**src/rtl/serial_adder.sv**
```systemverilog
// Bit-serial unsigned adder: one full-adder slice plus a carry flop adds two
// WIDTH-bit operands LSB-first, one bit per clock, then pulses done with the sum.
module serial_adder #(
  parameter int WIDTH = 8
) (
  input  logic             clk,
  input  logic             rst_n,
  input  logic             start,
  input  logic [WIDTH-1:0] A,
  input  logic [WIDTH-1:0] B,
  output logic [WIDTH-1:0] sum,
  output logic             c_out,
  output logic             busy,
  output logic             done
);

  localparam int CW = $clog2(WIDTH + 1);
  localparam logic [CW-1:0] LAST = CW'(WIDTH - 1);

  localparam logic [1:0] S_IDLE = 2'd0;
  localparam logic [1:0] S_RUN  = 2'd1;
  localparam logic [1:0] S_DONE = 2'd2;

  logic [1:0]       r_state;
  logic [WIDTH-1:0] r_a;
  logic [WIDTH-1:0] r_b;
  logic [WIDTH-1:0] r_ps;
  logic             r_c;
  logic [CW-1:0]    r_cnt;
  logic [WIDTH-1:0] r_sum;
  logic             r_cout;
  logic             r_busy;
  logic             r_done;

  logic             w_s;
  logic             w_cn;
  logic [WIDTH-1:0] w_ps_next;

  function automatic logic fa_sum(input logic a, input logic b, input logic c);
    return a ^ b ^ c;
  endfunction

  function automatic logic fa_carry(input logic a, input logic b, input logic c);
    return (a & b) | (c & (a ^ b));
  endfunction

  assign w_s       = fa_sum(r_a[0], r_b[0], r_c);
  assign w_cn      = fa_carry(r_a[0], r_b[0], r_c);
  assign w_ps_next = {w_s, r_ps[WIDTH-1:1]};

  always_ff @(posedge clk or negedge rst_n) begin
    if (!rst_n) begin
      r_state <= S_IDLE;
      r_a     <= '0;
      r_b     <= '0;
      r_ps    <= '0;
      r_c     <= 1'b0;
      r_cnt   <= '0;
      r_sum   <= '0;
      r_cout  <= 1'b0;
      r_busy  <= 1'b0;
      r_done  <= 1'b0;
    end else begin
      case (r_state)
        S_IDLE: begin
          r_done <= 1'b0;
          if (start) begin
            r_a     <= A;
            r_b     <= B;
            r_ps    <= '0;
            r_c     <= 1'b0;
            r_cnt   <= '0;
            r_busy  <= 1'b1;
            r_state <= S_RUN;
          end
        end
        S_RUN: begin
          r_a   <= r_a >> 1;
          r_b   <= r_b >> 1;
          r_ps  <= w_ps_next;
          r_c   <= w_cn;
          r_cnt <= r_cnt + CW'(1);
          // Exit decoded on the last bit so the counter never needs to wrap.
          if (r_cnt == LAST) begin
            r_sum   <= w_ps_next;
            r_cout  <= w_cn;
            r_busy  <= 1'b0;
            r_done  <= 1'b1;
            r_state <= S_DONE;
          end
        end
        S_DONE: begin
          r_done  <= 1'b0;
          r_state <= S_IDLE;
        end
        default: begin
          r_busy  <= 1'b0;
          r_done  <= 1'b0;
          r_state <= S_IDLE;
        end
      endcase
    end
  end

  assign sum   = r_sum;
  assign c_out = r_cout;
  assign busy  = r_busy;
  assign done  = r_done;

endmodule

```
**config.mk**
```make
export PLATFORM = sky130hd
export DESIGN_NAME = serial_adder
export DESIGN_NICKNAME = d
export VERILOG_FILES = /design/src/rtl/serial_adder.sv
export SDC_FILE = /design/constraint.sdc
export NUM_CORES = 1
export LEC_CHECK = 0
export CAP_MARGIN = 20
export CORE_MARGIN = 2
export CORE_UTILIZATION = 30
export DETAILED_ROUTE_END_ITERATION = 10
export SLEW_MARGIN = 20
export SYNTH_ARGS = -nofsm -noshare
export SYNTH_HDL_FRONTEND = slang
export SYNTH_SLANG_ARGS = --single-unit
```
**constraint.sdc**
```tcl
create_clock -name clk -period 1.4 [get_ports clk]
set_input_delay 0.21 -clock clk [delete_from_list [all_inputs] [get_ports clk]]
set_output_delay 0.21 -clock clk [all_outputs]
set_load 0.02 [all_outputs]
```
# After elaboration in Yosys (flattened, before gate mapping)
# Index checks and enable logic that the tools add are counted.
# op_classes
mul	0
n_eq_ne	5
div_mod_pow	0
n_bitwise	6
addsub	1
order_cmp	0
n_mux	18
shifts	0
n_reduce_logical	6
# op_table
operator	n
$pmux W8 S2	3
$mux W8	3
$pmux W4 S2	1
$reduce_and A2 Y1	3
$mux W1	5
$add A4 B1 Y4 const B	1
$eq A4 B3 Y1 const B	1
$mux W2	2
$mux W4	1
$ne A2 B2 Y1 const B	2
$pmux W2 S2	1
$pmux W1 S3	1
$reduce_and A3 Y1	1
$and A1 B1 Y1	2
$eq A2 B1 Y1 const B	1
$eq A2 B2 Y1 const B	1
$logic_not A2 Y1	1
$pmux W1 S2	1
$reduce_bool A2 Y1	1
$xor A1 B1 Y1	2
$not A1 Y1	1
$or A1 B1 Y1	1
# word_totals
wordCells	46
mem_bits_ro	0
mem_count	0
out_inout_bits	11
reg_bits	42
ramBits	0
latchBits	0

# Logic depth before layout (Yosys ltp)
# Gate-level depths: netlist (run 1).
# logic_depth
ltp_word	4
ltp_mapped	5

# Least setup slack after synthesis (run 1)
# OpenSTA, ideal clock, no wires.
# synth_timing
kind	reg-to-reg
start	register r_cnt[0]
end	register r_cout (netlist: c_out)
t_required_ps	1275
path_slack_ps	-85
path_stages_with_launch	6
setup_time_ps	125
arrival_time_ps	1360
cell_sequence	dfrtp_1 ha_1 and3b_4 and2_4 buf_12 mux2_4
# synth_between
elab_chain_cells	2
# synth_lines
element	line	rtl
start, declared	29	logic [CW-1:0] r_cnt;
start signal, assigned	82	r_cnt <= r_cnt + CW'(1);
$eq A4 B3 Y1	84	if (r_cnt == LAST) begin
$reduce_and A2 Y1 (no line)	n/a	
end signal, assigned	86	r_cout <= w_cn;
end, declared	31	logic r_cout;
# No other way between the ends.
# A chain may end at the register's enable or synchronous reset.

# Final worst setup path (run 1)
# layout_timing
start	register r_cnt[0]
end	register r_sum[5] (netlist: sum[5])
# layout_between
elab_chain_cells	2
# layout_lines
element	line	rtl
$eq A4 B3 Y1	84	
$reduce_and A2 Y1 (no line)	n/a	
end signal, assigned	85	r_sum <= w_ps_next;
end, declared	30	logic [WIDTH-1:0] r_sum;
# No other way between the ends.

==> impl_metrics.ini, run 1 <==
[yosys]
synth_cells = 157
synth_top_family_by_area = compound AO/OA/AOI/OAI gates
ys_warn_count = 0
synthAdderAreaFrac = 0.0176
syn_avg_cell_area_um2 = 11.8
synth_compound_area_frac = 0.210
synth_xor_area_frac = 0
yosys.area_share.simple = 0.0981
seq_area_frac_synth = 0.555
ys_types = 26
syn_nets = 178
synth-seq-cells = 41
synth.area.mux_share = 0.0792
synth_area_mm2 = 0.00185

[final_layout]
fin_nets = 226
drive_gt1_frac = 0.214
final_area_mm2 = 0.00244
area_growth_pct = 31.7
diodes = 0
fillers = 573

[place]
dp_hpwl_um = 2630
pre_cts_ws_ns = -0.0879
port_buffers = 29
place_area_mm2 = 0.00231
globalplace.congestion = 0.705

[worst_setup_path]
worst-setup-path-type = register to register
cp_max_fo = 5
crit_path_cell_trace = ha_2 > and3b_4 > and2_4 > mux2_4
required_ns = 1.58
crit_arrival_ns = 1.57
worst-path-buf-inv = 0
critical_path.top_delay_family = simple AND/OR/NAND/NOR gates
endpoint_kind = register
slowest_stage = dfrtp_1
max_stage_delay_ns = 0.37
cp-start-kind = register

[sta]
tightest_slew_ns = 0.273
setup_viol_count_final = 0
whs_ns = 0.411
report.final.slew_viol_count = 0
fin_crit_sh = 0.992
fin_crit_ns = 1.39
rsz0062_at_grt = true
finalHoldViolCount = 0
fin_ws_ns = 0.0108
fmax_mhz = 720
max_slew_margin = 0.816
skew_ns = 0.00539

[die]
ioPinCount = 30
row_count = 28
chipHeight_um = 82.5
die_w_um = 82.5
die-area_mm2 = 0.00681
core-area_mm2 = 0.00596
floorplan.initialDensity = 0.311

[cts]
cts.sinks = 41
clk_pin_slew_ns = 0.07
tritoncts = yes
root_buffer = clkbuf_8
cts.htree.levels = 2
clock_path_buffers = 2
clk_latency_ns = 0.29
cts_buffers = 5

[power]
clkPwrFrac = 0.170
power.share.switching = 0.354
power_mw = 4.99
p_int_mw = 3.23
power_density_mw_per_mm2 = 2050
p_seq_frac = 0.400
peakVddDrop_uv = 793
p_switching_mw = 1.77
p_leak_nw = 1.11
power_frac_comb = 0.430

[routing]
ant_nets = 0
dr.pass1.iters = 5
highest_layer = met4
route.detailed.drc = 0
wire_per_inst_um = 14.2
m1WireLength_um = 1910
wl_um = 4000
vias_per_cell = 4.96
wl_met2_um = 1880
vias = 1393
drtIter0Drc = 80
wl_met3_um = 121

[global_routing]
grt_max_degree = 42
grt_pass1_vias = 1334
track_usage = 0.126
grt_remaining_overflow = 0
grt_antenna_before_repair = 0
grt_first_pass_wirelength_um = 6400

[hold_path]
hp-class = input pin to async pin

[flow_run]
drv_cap = 0

[status]
run_status = complete, no violations
flip-flops by register name, summed over array words and instances (netlist names):
register  count
r_state       2
done          1
busy          1
r_b           8
r_a           8
c_out         1
r_cnt         4
sum           8
r_ps          7
r_c           1
cell usage after synthesis (all sizes together):
| cell | number | area share |
|---|---|---|
| dfrtp | 41 | 0.55 |
| a21oi | 17 | 0.046 |
| nor2b | 17 | 0.058 |
| o21ai | 17 | 0.046 |
| a22oi | 14 | 0.057 |
| a22o | 10 | 0.047 |
| mux2 | 10 | 0.079 |
| buf | 7 | 0.030 |
| clkbuf | 4 | 0.0081 |
| nand2 | 4 | 0.0081 |
| nor2 | 4 | 0.0081 |
| nand3 | 2 | 0.0054 |
| and2 | 1 | 0.0047 |
| and2b | 1 | 0.0041 |
| and3b | 1 | 0.0068 |
| fa | 1 | 0.011 |
| ha | 1 | 0.0068 |
| inv | 1 | 0.0020 |
| nand2b | 1 | 0.0034 |
| o21bai | 1 | 0.0041 |
| o311ai | 1 | 0.0047 |
| o32ai | 1 | 0.0047 |
tightest hold or removal path, stage by stage:
cell and delay [ns]:
dlygate4sd3_1 0.52, buf_2 0.12, buf_12 0.22
cells in the final DEF, fill, tap and decap left out, drive strengths merged, types with 4 or more instances in the layout:
cell type,count
nand2,4
o21ai,17
nor2,4
dlygate4sd2,11
dfrtp,41
a21oi,17
a22o,10
nor2b,17
clkdlybuf4s50,17
mux2,10
clkbuf,7
a22oi,14
buf,22
final cells by class:
class | count | area (um^2) | area share
Multi-Input combinational cell | 105 | 759 | 0.312
Tap cell | 75 | 93.8 | 0.0385
Clock inverter | 1 | 5.00 | 0.00205
Inverter | 1 | 3.75 | 0.00154
Timing Repair Buffer | 51 | 452 | 0.185
Sequential cell | 41 | 1030 | 0.421
Clock buffer | 7 | 96.3 | 0.0395
cell families (layout without fill, tap and decap cells):
| logic type | count (synthesis) | count (layout) |
|---|---|---|
| adder cells (fa/ha/maj) | 2 | 2 |
| AO/OA/AOI/OAI | 61 | 61 |
| multiplexers | 10 | 10 |
| buffers and inverters | 12 | 60 |
| AND/OR/NAND/NOR | 31 | 32 |
| flip-flops | 41 | 41 |
path summary, 6_finish.rpt:
kind | cells past startpoint | slack (ns) | startpoint | to
min in group clk | 1 | 0.51 | sum[3] | sum[3]
worst min register to register | 1 | 0.51 | sum[3] | sum[3]
max in group asynchronous | 3 | 0.79 | rst_n | busy
worst max register to register | 4 | 0.01 | r_cnt[0] | sum[5]
worst max-delay path | 4 | 0.01 | r_cnt[0] | sum[5]
worst min-delay path | 3 | 0.41 | rst_n | sum[4]
repair_timing:
action / in CTS / in global routing
pin swaps: 0 / 1
resized for setup: 12 / 0
endpoints found under the hold margin: 41 / 0
cloned: 1 / 0
setup buffers: 0 / 2
setup endpoints to repair: 20 / 9
hold buffers: 1 / 0
power by group through the flow:
stage	registers [mW]	clock network, mW	logic [mW]
CTS	2.00	0.860	2.15
finish	2.00	0.850	2.15
detailed placement	2.02	0	2.19
global route	2.07	0.907	2.36
global placement	2.01	0	2.15
floorplan	2.11	0	1.25
routing by layer:
metal	up-vias	track usage
met3	5	0.0207
met4	0	0.0689
met5	-	0
met2	31	0.192
li1	668	-
met1	689	0.172
per-stage QoR:
step / utilization / setup TNS (ns) / std cells
4_1_cts: 0.407 / 0 / 279
6_report: 0.409 / 0 / 281
2_1_floorplan: - / -0.423 / 157
5_1_grt: 0.409 / -0.299 / 281
3_3_place_gp: 0.389 / -0.285 / 269
3_5_place_dp: 0.389 / -1.13 / 269
No activity file was read; power rests on OpenSTA's default activity.
==> run 2, diff against run 1 <==
--- a/config.mk
+++ b/config.mk
@@ -9,6 +9,7 @@
 export CORE_MARGIN = 2
 export CORE_UTILIZATION = 30
 export DETAILED_ROUTE_END_ITERATION = 10
+export SKIP_LAST_GASP = 1
 export SLEW_MARGIN = 20
 export SYNTH_ARGS = -nofsm -noshare
 export SYNTH_HDL_FRONTEND = slang
==> results of run 2 <==
Same layout as run 1: the final DEF is identical, and so are final timing and power.
